===== config.mk =====
export PLATFORM = sky130hd
export DESIGN_NAME = video_timing
export DESIGN_NICKNAME = d
export VERILOG_FILES = /design/src/rtl/video_pkg.sv /design/src/rtl/ce_gen.sv /design/src/rtl/video_timing.sv
export SDC_FILE = /design/constraint.sdc
export NUM_CORES = 1
export LEC_CHECK = 0
export ABC_AREA = 0
export CAP_MARGIN = 0
export CORE_UTILIZATION = 40
export CTS_CLUSTER_SIZE = 8
export DETAILED_ROUTE_END_ITERATION = 7
export HOLD_SLACK_MARGIN = 0.02
export PLACE_DENSITY = 0.67
export SLEW_MARGIN = 20
export SYNTH_ARGS = -nofsm -noshare
export SYNTH_HDL_FRONTEND = slang
export SYNTH_SLANG_ARGS = --single-unit

===== constraint.sdc =====
create_clock -name clk -period 3.2 [get_ports clk]
set_clock_uncertainty 0.15 [all_clocks]
set_input_delay 0.64 -clock clk [delete_from_list [all_inputs] [get_ports clk]]
set_output_delay 0.64 -clock clk [all_outputs]
set_load 0.02 [all_outputs]

===== src/rtl/video_pkg.sv =====
// video_pkg -- shared video timing definitions.
//
// Purpose: default raster timing constants, the 10-bit count type and
// small helpers used by the timing generator and the character-map stage.
// Ports: none (package).
package video_pkg;

  localparam int unsigned CNT_W     = 10;
  localparam int unsigned FRAME_W   = 8;
  localparam int unsigned PARAM_MAX = 1023;

  typedef logic [CNT_W-1:0]   cnt_t;
  typedef logic [FRAME_W-1:0] frame_t;

  // Default 512x256 raster, 2 clks per pixel.
  localparam int unsigned H_TOTAL_DEF  = 640;
  localparam int unsigned H_ACTIVE_DEF = 512;
  localparam int unsigned HS_START_DEF = 544;
  localparam int unsigned HS_END_DEF   = 592;
  localparam int unsigned V_TOTAL_DEF  = 262;
  localparam int unsigned V_ACTIVE_DEF = 256;
  localparam int unsigned VS_START_DEF = 258;
  localparam int unsigned VS_END_DEF   = 261;
  localparam int unsigned CE_DIV_DEF   = 2;

  // Half-open window test [lo, hi), unsigned 10-bit.
  function automatic logic in_window(input cnt_t value, input cnt_t lo, input cnt_t hi);
    return (value >= lo) && (value < hi);
  endfunction

  // Ordering rule for one axis: active < sync start < sync end <= total <= 1023.
  function automatic bit timing_ok(input int unsigned active, input int unsigned start,
                                   input int unsigned stop, input int unsigned total);
    return (active < start) && (start < stop) && (stop <= total) && (total <= PARAM_MAX);
  endfunction

endpackage


===== src/rtl/ce_gen.sv =====
// ce_gen -- pixel clock-enable divider.
//
// Purpose: produces a registered one-clk strobe every CE_DIV clks. The first
// strobe appears CE_DIV clks after reset deasserts; with CE_DIV=1 the strobe
// is constantly high outside reset.
// Ports:
//   clk   in  system clock
//   reset in  synchronous active-high reset (divider and strobe cleared)
//   ce    out pixel-enable strobe
module ce_gen #(
  parameter int unsigned CE_DIV = 2
) (
  input  logic clk,
  input  logic reset,
  output logic ce
);

  if ((CE_DIV < 1) || (CE_DIV > 16)) begin : g_bad_div
    $error("ce_gen: CE_DIV must be in 1..16");
  end

  localparam logic [3:0] DIV_LAST = 4'(CE_DIV - 1);

  logic [3:0] div_q;
  logic [3:0] div_d;
  logic       ce_q;
  logic       ce_d;

  // Next divider phase; the strobe is raised when the phase wraps.
  always_comb begin
    if (div_q == DIV_LAST) begin
      div_d = 4'd0;
      ce_d  = 1'b1;
    end else begin
      div_d = div_q + 4'd1;
      ce_d  = 1'b0;
    end
  end

  // Divider phase and strobe registers.
  always_ff @(posedge clk) begin
    if (reset) begin
      div_q <= 4'd0;
      ce_q  <= 1'b0;
    end else begin
      div_q <= div_d;
      ce_q  <= ce_d;
    end
  end

  assign ce = ce_q;

endmodule


===== src/rtl/video_timing.sv =====
// video_timing -- raster timing generator.
//
// Purpose: horizontal/vertical pixel counters, sync, blanking, a
// vertical-blank start pulse and a frame counter. All decoded outputs are
// registered from the next-state counter values so they line up with the
// hcnt/vcnt they describe.
// Ports:
//   clk       in  system clock
//   reset     in  synchronous active-high reset
//   ce_pix    out one-clk pixel enable every CE_DIV clks
//   hcnt      out horizontal pixel counter (feeds the character map directly)
//   vcnt      out vertical line counter (feeds the character map directly)
//   hsync     out high for hcnt in [HS_START, HS_END)
//   vsync     out high for vcnt in [VS_START, VS_END)
//   hblank    out high for hcnt >= H_ACTIVE
//   vblank    out high for vcnt >= V_ACTIVE
//   vbl_start out one-clk pulse when vcnt becomes V_ACTIVE with hcnt 0
//   frame     out frame counter, modulo 256
module video_timing
  import video_pkg::*;
#(
  parameter int unsigned H_TOTAL  = H_TOTAL_DEF,
  parameter int unsigned H_ACTIVE = H_ACTIVE_DEF,
  parameter int unsigned HS_START = HS_START_DEF,
  parameter int unsigned HS_END   = HS_END_DEF,
  parameter int unsigned V_TOTAL  = V_TOTAL_DEF,
  parameter int unsigned V_ACTIVE = V_ACTIVE_DEF,
  parameter int unsigned VS_START = VS_START_DEF,
  parameter int unsigned VS_END   = VS_END_DEF,
  parameter int unsigned CE_DIV   = CE_DIV_DEF
) (
  input  logic       clk,
  input  logic       reset,
  output logic       ce_pix,
  output logic [9:0] hcnt,
  output logic [9:0] vcnt,
  output logic       hsync,
  output logic       vsync,
  output logic       hblank,
  output logic       vblank,
  output logic       vbl_start,
  output logic [7:0] frame
);

  if (!timing_ok(H_ACTIVE, HS_START, HS_END, H_TOTAL)) begin : g_bad_h
    $error("video_timing: need H_ACTIVE < HS_START < HS_END <= H_TOTAL <= 1023");
  end
  if (!timing_ok(V_ACTIVE, VS_START, VS_END, V_TOTAL)) begin : g_bad_v
    $error("video_timing: need V_ACTIVE < VS_START < VS_END <= V_TOTAL <= 1023");
  end

  localparam cnt_t H_LAST     = cnt_t'(H_TOTAL - 1);
  localparam cnt_t V_LAST     = cnt_t'(V_TOTAL - 1);
  localparam cnt_t H_ACTIVE_C = cnt_t'(H_ACTIVE);
  localparam cnt_t V_ACTIVE_C = cnt_t'(V_ACTIVE);
  localparam cnt_t HS_START_C = cnt_t'(HS_START);
  localparam cnt_t HS_END_C   = cnt_t'(HS_END);
  localparam cnt_t VS_START_C = cnt_t'(VS_START);
  localparam cnt_t VS_END_C   = cnt_t'(VS_END);

  logic   ce_s;
  logic   h_wrap_s;
  logic   v_wrap_s;

  cnt_t   hcnt_q,      hcnt_d;
  cnt_t   vcnt_q,      vcnt_d;
  frame_t frame_q,     frame_d;
  logic   hsync_q,     hsync_d;
  logic   vsync_q,     vsync_d;
  logic   hblank_q,    hblank_d;
  logic   vblank_q,    vblank_d;
  logic   vbl_start_q, vbl_start_d;

  ce_gen #(
    .CE_DIV(CE_DIV)
  ) u_ce_gen (
    .clk  (clk),
    .reset(reset),
    .ce   (ce_s)
  );

  // Next counter values and the decode of those next values, so the
  // registered sync/blank flags carry zero skew against hcnt/vcnt.
  always_comb begin
    h_wrap_s = (hcnt_q == H_LAST);
    v_wrap_s = (vcnt_q == V_LAST);
    hcnt_d   = hcnt_q;
    vcnt_d   = vcnt_q;
    frame_d  = frame_q;
    if (ce_s) begin
      if (h_wrap_s) begin
        hcnt_d = 10'd0;
        if (v_wrap_s) begin
          vcnt_d  = 10'd0;
          frame_d = frame_q + 8'd1;
        end else begin
          vcnt_d  = vcnt_q + 10'd1;
        end
      end else begin
        hcnt_d = hcnt_q + 10'd1;
      end
    end else begin
      hcnt_d = hcnt_q;
    end
    hsync_d     = in_window(hcnt_d, HS_START_C, HS_END_C);
    vsync_d     = in_window(vcnt_d, VS_START_C, VS_END_C);
    hblank_d    = (hcnt_d >= H_ACTIVE_C);
    vblank_d    = (vcnt_d >= V_ACTIVE_C);
    // Only a line wrap can land on hcnt 0, so this fires once per frame.
    vbl_start_d = ce_s && h_wrap_s && (vcnt_d == V_ACTIVE_C);
  end

  // Counter, frame and decoded flag registers; reset overrides every increment.
  always_ff @(posedge clk) begin
    if (reset) begin
      hcnt_q      <= 10'd0;
      vcnt_q      <= 10'd0;
      frame_q     <= 8'd0;
      hsync_q     <= 1'b0;
      vsync_q     <= 1'b0;
      hblank_q    <= 1'b0;
      vblank_q    <= 1'b0;
      vbl_start_q <= 1'b0;
    end else begin
      hcnt_q      <= hcnt_d;
      vcnt_q      <= vcnt_d;
      frame_q     <= frame_d;
      hsync_q     <= hsync_d;
      vsync_q     <= vsync_d;
      hblank_q    <= hblank_d;
      vblank_q    <= vblank_d;
      vbl_start_q <= vbl_start_d;
    end
  end

  assign ce_pix    = ce_s;
  assign hcnt      = hcnt_q;
  assign vcnt      = vcnt_q;
  assign frame     = frame_q;
  assign hsync     = hsync_q;
  assign vsync     = vsync_q;
  assign hblank    = hblank_q;
  assign vblank    = vblank_q;
  assign vbl_start = vbl_start_q;

endmodule


==> results of run 1 <==
-- state kept, by name, indices dropped and copies added, names as in the netlist --
name            count
hsync               1
hblank              1
frame               8
u_ce_gen.div_q      4
vbl_start           1
vcnt               10
u_ce_gen.ce         1
vblank              1
vsync               1
hcnt               10
-- cells in the mapped netlist, drive strengths merged, types with 2 or more instances --
| cell | instances |
|---|---|
| mux2 | 2 |
| a31oi | 2 |
| buf | 2 |
| inv | 4 |
| xor2 | 17 |
| nand2 | 18 |
| nor3 | 13 |
| and2 | 2 |
| clkbuf | 9 |
| and4 | 2 |
| a21boi | 2 |
| a21oi | 10 |
| nand4 | 8 |
| nand3 | 10 |
| nor3b | 3 |
| nor2b | 3 |
| xnor2 | 9 |
| nor4 | 4 |
| ha | 6 |
| mux2i | 3 |
| and3 | 7 |
| nand2b | 4 |
| or3b | 2 |
| dfxtp | 38 |
| nor2 | 31 |
-- through the flow --
| stage | std cells | cell area, sq um |
|---|---|---|
| final | 310 | 2401 |
| after global routing | 310 | 2401 |
| after CTS | 310 | 2401 |
| after detailed placement | 302 | 2310 |
| after global placement | 302 | 2310 |
| after floorplan | 223 | 1922 |
-- cells in the final DEF, fill, tap and decap left out, types with 4 or more instances in the layout --
| master | n |
|---|---|
| nor3_1 | 12 |
| xnor2_1 | 9 |
| nor2_1 | 31 |
| inv_1 | 4 |
| xor2_1 | 17 |
| nand2_1 | 18 |
| clkdlybuf4s50_1 | 35 |
| a21oi_1 | 10 |
| and3_1 | 7 |
| dfxtp_1 | 38 |
| ha_1 | 6 |
| clkbuf_8 | 6 |
| nand2b_1 | 4 |
| nand3_1 | 10 |
| nand4_1 | 8 |
-- power breakdown --
part / switching, uW / internal [uW]
logic: 21.5 / 17.9
clock network: 161 / 174
registers: 9.64 / 481
total: 192 / 673
-- logic make-up after synthesis --
family / synth area share
mux: 0.02929
simple gates: 0.3066
compound gates: 0.07682
buf+inv: 0.03385
fa+ha+maj: 0.03906
xor+xnor: 0.1185
flops: 0.3958
-- final cells by class --
| type | instances | area [sq um] |
|---|---|---|
| Sequential cell | 38 | 760.7 |
| Fill cell | 421 | 2073 |
| Inverter | 4 | 15.01 |
| Multi-Input combinational cell | 170 | 1096 |
| Timing Repair Buffer | 38 | 372.9 |
| Clock buffer | 7 | 86.33 |
| Tap cell | 52 | 65.06 |
| Clock inverter | 1 | 5.005 |
-- how the worst max path moves through the flow --
stage	from	to
4_1_cts	hcnt[7]	vbl_start
5_1_grt	hcnt[7]	vbl_start
3_5_place_dp	hcnt[7]	vbl_start
3_3_place_gp	hcnt[7]	vbl_start
2_1_floorplan	hcnt[9]	vbl_start
6_report	hcnt[7]	vsync
-- routing by layer --
metal,part of all wire,vias up
li1,-,840
met4,0.013,0
met1,0.48,775
met2,0.46,28
met5,0,-
met3,0.041,6
==> out/metrics.yaml, run 1 <==
met1_usage: 0.2123
coreArea_sq_um: 4474
netlist_area_sq_um: 1922
track_usage: 0.1725
postCtsSetupBuffers: 0
dr_total_vias: 1649
cts_buffers: 5
fp.dieH_um: 71.32
yosysSeqAreaShare: 0.3958
start_kind: "register"
crit-reg2reg-launch: "hcnt[7]"
path_class: "reg2reg"
worstSkewPairLatency_ns: 0.29
synth_edf_count: 0
timing.fmax_mhz: 373.2
cts_sinks: 38
r2r_end: "vsync"
drive_above_1_share: 0.07364
root_buffer: "clkbuf_8"
max-cap-violations: 0
reg2reg_slack_ns: 0.52
setup_slack_ns: 0.5205
syn-num-nets: 231
worstRegToRegCells: 6
preCtsSetupSlack_ns: 0.5592
critical_path_depth: 6
min_from: "u_ce_gen.div_q[2]"
ys_async_sr_fraction: 0
clkTransAtPathRegs_ns: 0.07
antenna-diode-count: 0
hold_viol: 0
busiest_layer: "met2"
whs_path_depth: 1
finalPower_uw: 864.7
dieArea_sq_um: 5086
critPathSlowestCell: "or3_1"
portBuffers: 35
final_nets: 265
critPathRequiredTime_ns: 3.26
worstPathArrival_ns: 2.74
whs_ns: 0.3427
dieWidth_um: 71.32
grt_use_met2: 0.2804
hpwl_um: 2938
synth_cell_types: 43
firstDrtPassIters: 4
vias_per_cell: 5.319
min_period_ns: 2.680
grt_overflow: 0
total_leakage_power_uw: 0.0008494
antenna_found_initial: 0
initialDrtViolationCount: 88
initial_core_util: 0.4295
utilization: 0.5366
drc_errors: 0
max_slew_margin: 0.5455
whs_endpoint: "u_ce_gen.ce"
routed_wl_um: 4074
ir_drop_uv: 188.5
hold_class: "reg2reg"
post_cts_resize_count: 0
critPathTopFamily: "simple AND/OR/NAND/NOR gates"
grt_start_max_net_pins: 22
critPathCaptureType: "register"
synth_ff_type: "dfxtp_1"
htreeDepth: 2
grt_pass1_wl_um: 6810
setup_viol: 0
area_growth_pct: 24.93
fin_crit_sh: 0.8373
use_met3: 0.05345
critical_path_buf_inv_count: 0
worst_slew_pin_slew_ns: 0.6766
synth.area.top_cells: "dfxtp_1 (40%), xor2_1 (7.7%), nor2_1 (6.1%)"
grt_pass1_vias: 1524
routabilityCongestion: 0.8041
num_io_pins: 36
yosys.area.top_type_share: 0.3958
cts_buffer_depth: 2
slew_viol_final: 0
ys_ff_latch: 38
yosysWarnings: 0
row_count: 24
crit_top_cell: "a31oi_1"
rsz0062_at_grt: "false"
ant_nets: 0
yosys.area.top_type: "dfxtp_1"
ctsHoldBuffers: 0
status: "finished clean"
powerDensity_nw_per_um2: 360.1
tritoncts: "done"
cp_slowest_stage_delay_ns: 0.59
crit_path_cell_trace: "or3b_1, or3_1, nor3b_1, a31oi_1, or3b_2, a31oi_1"
avgSynthCellArea_sq_um: 8.618
cp_max_fo: 9
wl_per_cell_um: 13.14
synthCells: 223
finalSetupTns_ns: 0
No activity file was read; power rests on OpenSTA's default activity.
==> run 2, diff against run 1 <==
PLACE_DENSITY = 0.69   (was 0.67)
clock period = 2.31 ns   (was 3.2 ns; I/O delays follow)
==> run 2 against run 1 <==
The flow now finishes with violations (design-rule violations). Die area stayed put. Sequential share of layout area fell by 3.3 points. Utilization rose by 7.1 points. Cell count increased by 8.7%. Count of clock-buffer cells in the layout is the same. Via count is 7.6% higher. Critical path depth unchanged. Critical path type unchanged. Largest power group unchanged.
==> out/metrics.yaml, run 2 (synthesis results as in run 1) <==
timing.fmax_mhz: 460.1
firstDrtPassIters: 6
ctsHoldBuffers: 0
antenna-diode-count: 0
clkTransAtPathRegs_ns: 0.07
preCtsSetupSlack_ns: 0.0005038
cts_buffer_depth: 2
fin_crit_sh: 0.9408
path_class: "reg2reg"
grt_start_max_net_pins: 18
max-cap-violations: 0
cts_sinks: 38
vias_per_cell: 5.267
max_slew_margin: 0.7634
dieArea_sq_um: 5086
cp_max_fo: 7
hold_viol: 0
initial_core_util: 0.4295
area_growth_pct: 41.54
tritoncts: "done"
root_buffer: "clkbuf_8"
hpwl_um: 3249
min_period_ns: 2.173
dieWidth_um: 71.32
fp.dieH_um: 71.32
final_nets: 292
ant_nets: 0
wl_per_cell_um: 13.32
grt_pass1_wl_um: 7452
critPathCaptureType: "register"
routed_wl_um: 4489
num_io_pins: 36
setup_viol: 0
start_kind: "register"
drive_above_1_share: 0.2175
violations: "design-rule violations"
powerDensity_nw_per_um2: 510.8
layout_commonest_cell: "clkdlybuf4s50_1"
seqPwrFrac: 0.486
worstPathArrival_ns: 2.25
p_sw_uw: 279.2
worstSkewPairLatency_ns: 0.29
final_cell_mix: "clkdlybuf4s50_1 (35), dfxtp_1 (32), nor2_1 (31), buf_4 (30), nand2_1 (18)"
initialDrtViolationCount: 142
drc_errors: 3
clkPwrFrac: 0.468
dr_total_vias: 1775
critPathRequiredTime_ns: 2.39
p_comb_frac: 0.045
hold_class: "reg2reg"
rsz0062_at_grt: "false"
grt_pass1_vias: 1601
antenna_found_initial: 0
cts_buffers: 5
grt_overflow: 0
setup_slack_ns: 0.1368
row_count: 24
postCtsSetupBuffers: 0
p_int_uw: 1110
slew_viol_final: 0
total_leakage_power_uw: 0.001035
track_usage: 0.1895
htreeDepth: 2
portBuffers: 35
switching_share: 0.2009
routabilityCongestion: 0.8731
worst_slew_pin_slew_ns: 0.3501
coreArea_sq_um: 4474
ir_drop_uv: 349.7
finalSetupTns_ns: 0
status: "complete, but fails checks"
-- run 2: power groups by stage --
stage          Clock (uW)  Sequential (uW)  Combinational [uW]
3_3_place_gp            0              689                61.6
6_report              651              676                62.8
3_5_place_dp            0              690                62.6
2_1_floorplan           0              695                31.9
4_1_cts               666              674                63.3
5_1_grt               700              677                70.8
-- run 2: per-stage QoR --
stage	area, sq um	utilization	power [uW]	hold slack [ns]	std cells
floorplan	1949	-	727.1	0.3057	223
global placement	2539	0.5674	750.6	0.3272	329
detailed placement	2539	0.5674	752.3	0.3376	329
CTS	2681	0.5993	1403	0.3502	337
global route	2720	0.6079	1447	0.3703	337
finish	2720	0.6079	1389	0.3507	337
-- run 2: critical path: stages (launching register included) --
cell	delay [ns]
dfxtp_4	0.34
or3b_4	0.42
or3_4	0.41
nor3b_2	0.22
a31oi_1	0.06
or3b_4	0.37
a31oi_1	0.13
-- run 2: layer usage --
metal | track usage | wire (um) | vias to the layer above
li1 | - | - | 889
met1 | 0.2438 | 2073 | 830
met2 | 0.3101 | 2125 | 49
met3 | 0.03376 | 206 | 7
met4 | 0.08667 | 83 | 0
met5 | 0 | 0 | -
-- run 2: layout make-up --
type                            instances  area [sq um]
Fill cell                             402          1754
Tap cell                               52         65.06
Multi-Input combinational cell        170          1154
Timing Repair Buffer                   65         575.6
Clock buffer                            7         107.6
Sequential cell                        38         773.2
Inverter                                4         15.01
Clock inverter                          1         30.03
-- run 2: final timing paths --
path	startpoint	to	slack (ns)	depth (start not counted)
worst min register to register	u_ce_gen.div_q[0]	u_ce_gen.div_q[0]	0.35	1
worst min-delay path	u_ce_gen.div_q[0]	u_ce_gen.div_q[0]	0.35	1
worst max-delay path	hcnt[7]	vsync	0.14	6
worst max register to register	hcnt[7]	vsync	0.14	6
-- run 2: timing repair --
action                                  CTS  global route
pin swaps                                 0             3
endpoints found under the setup margin    2             5
gates resized for setup                   1             9
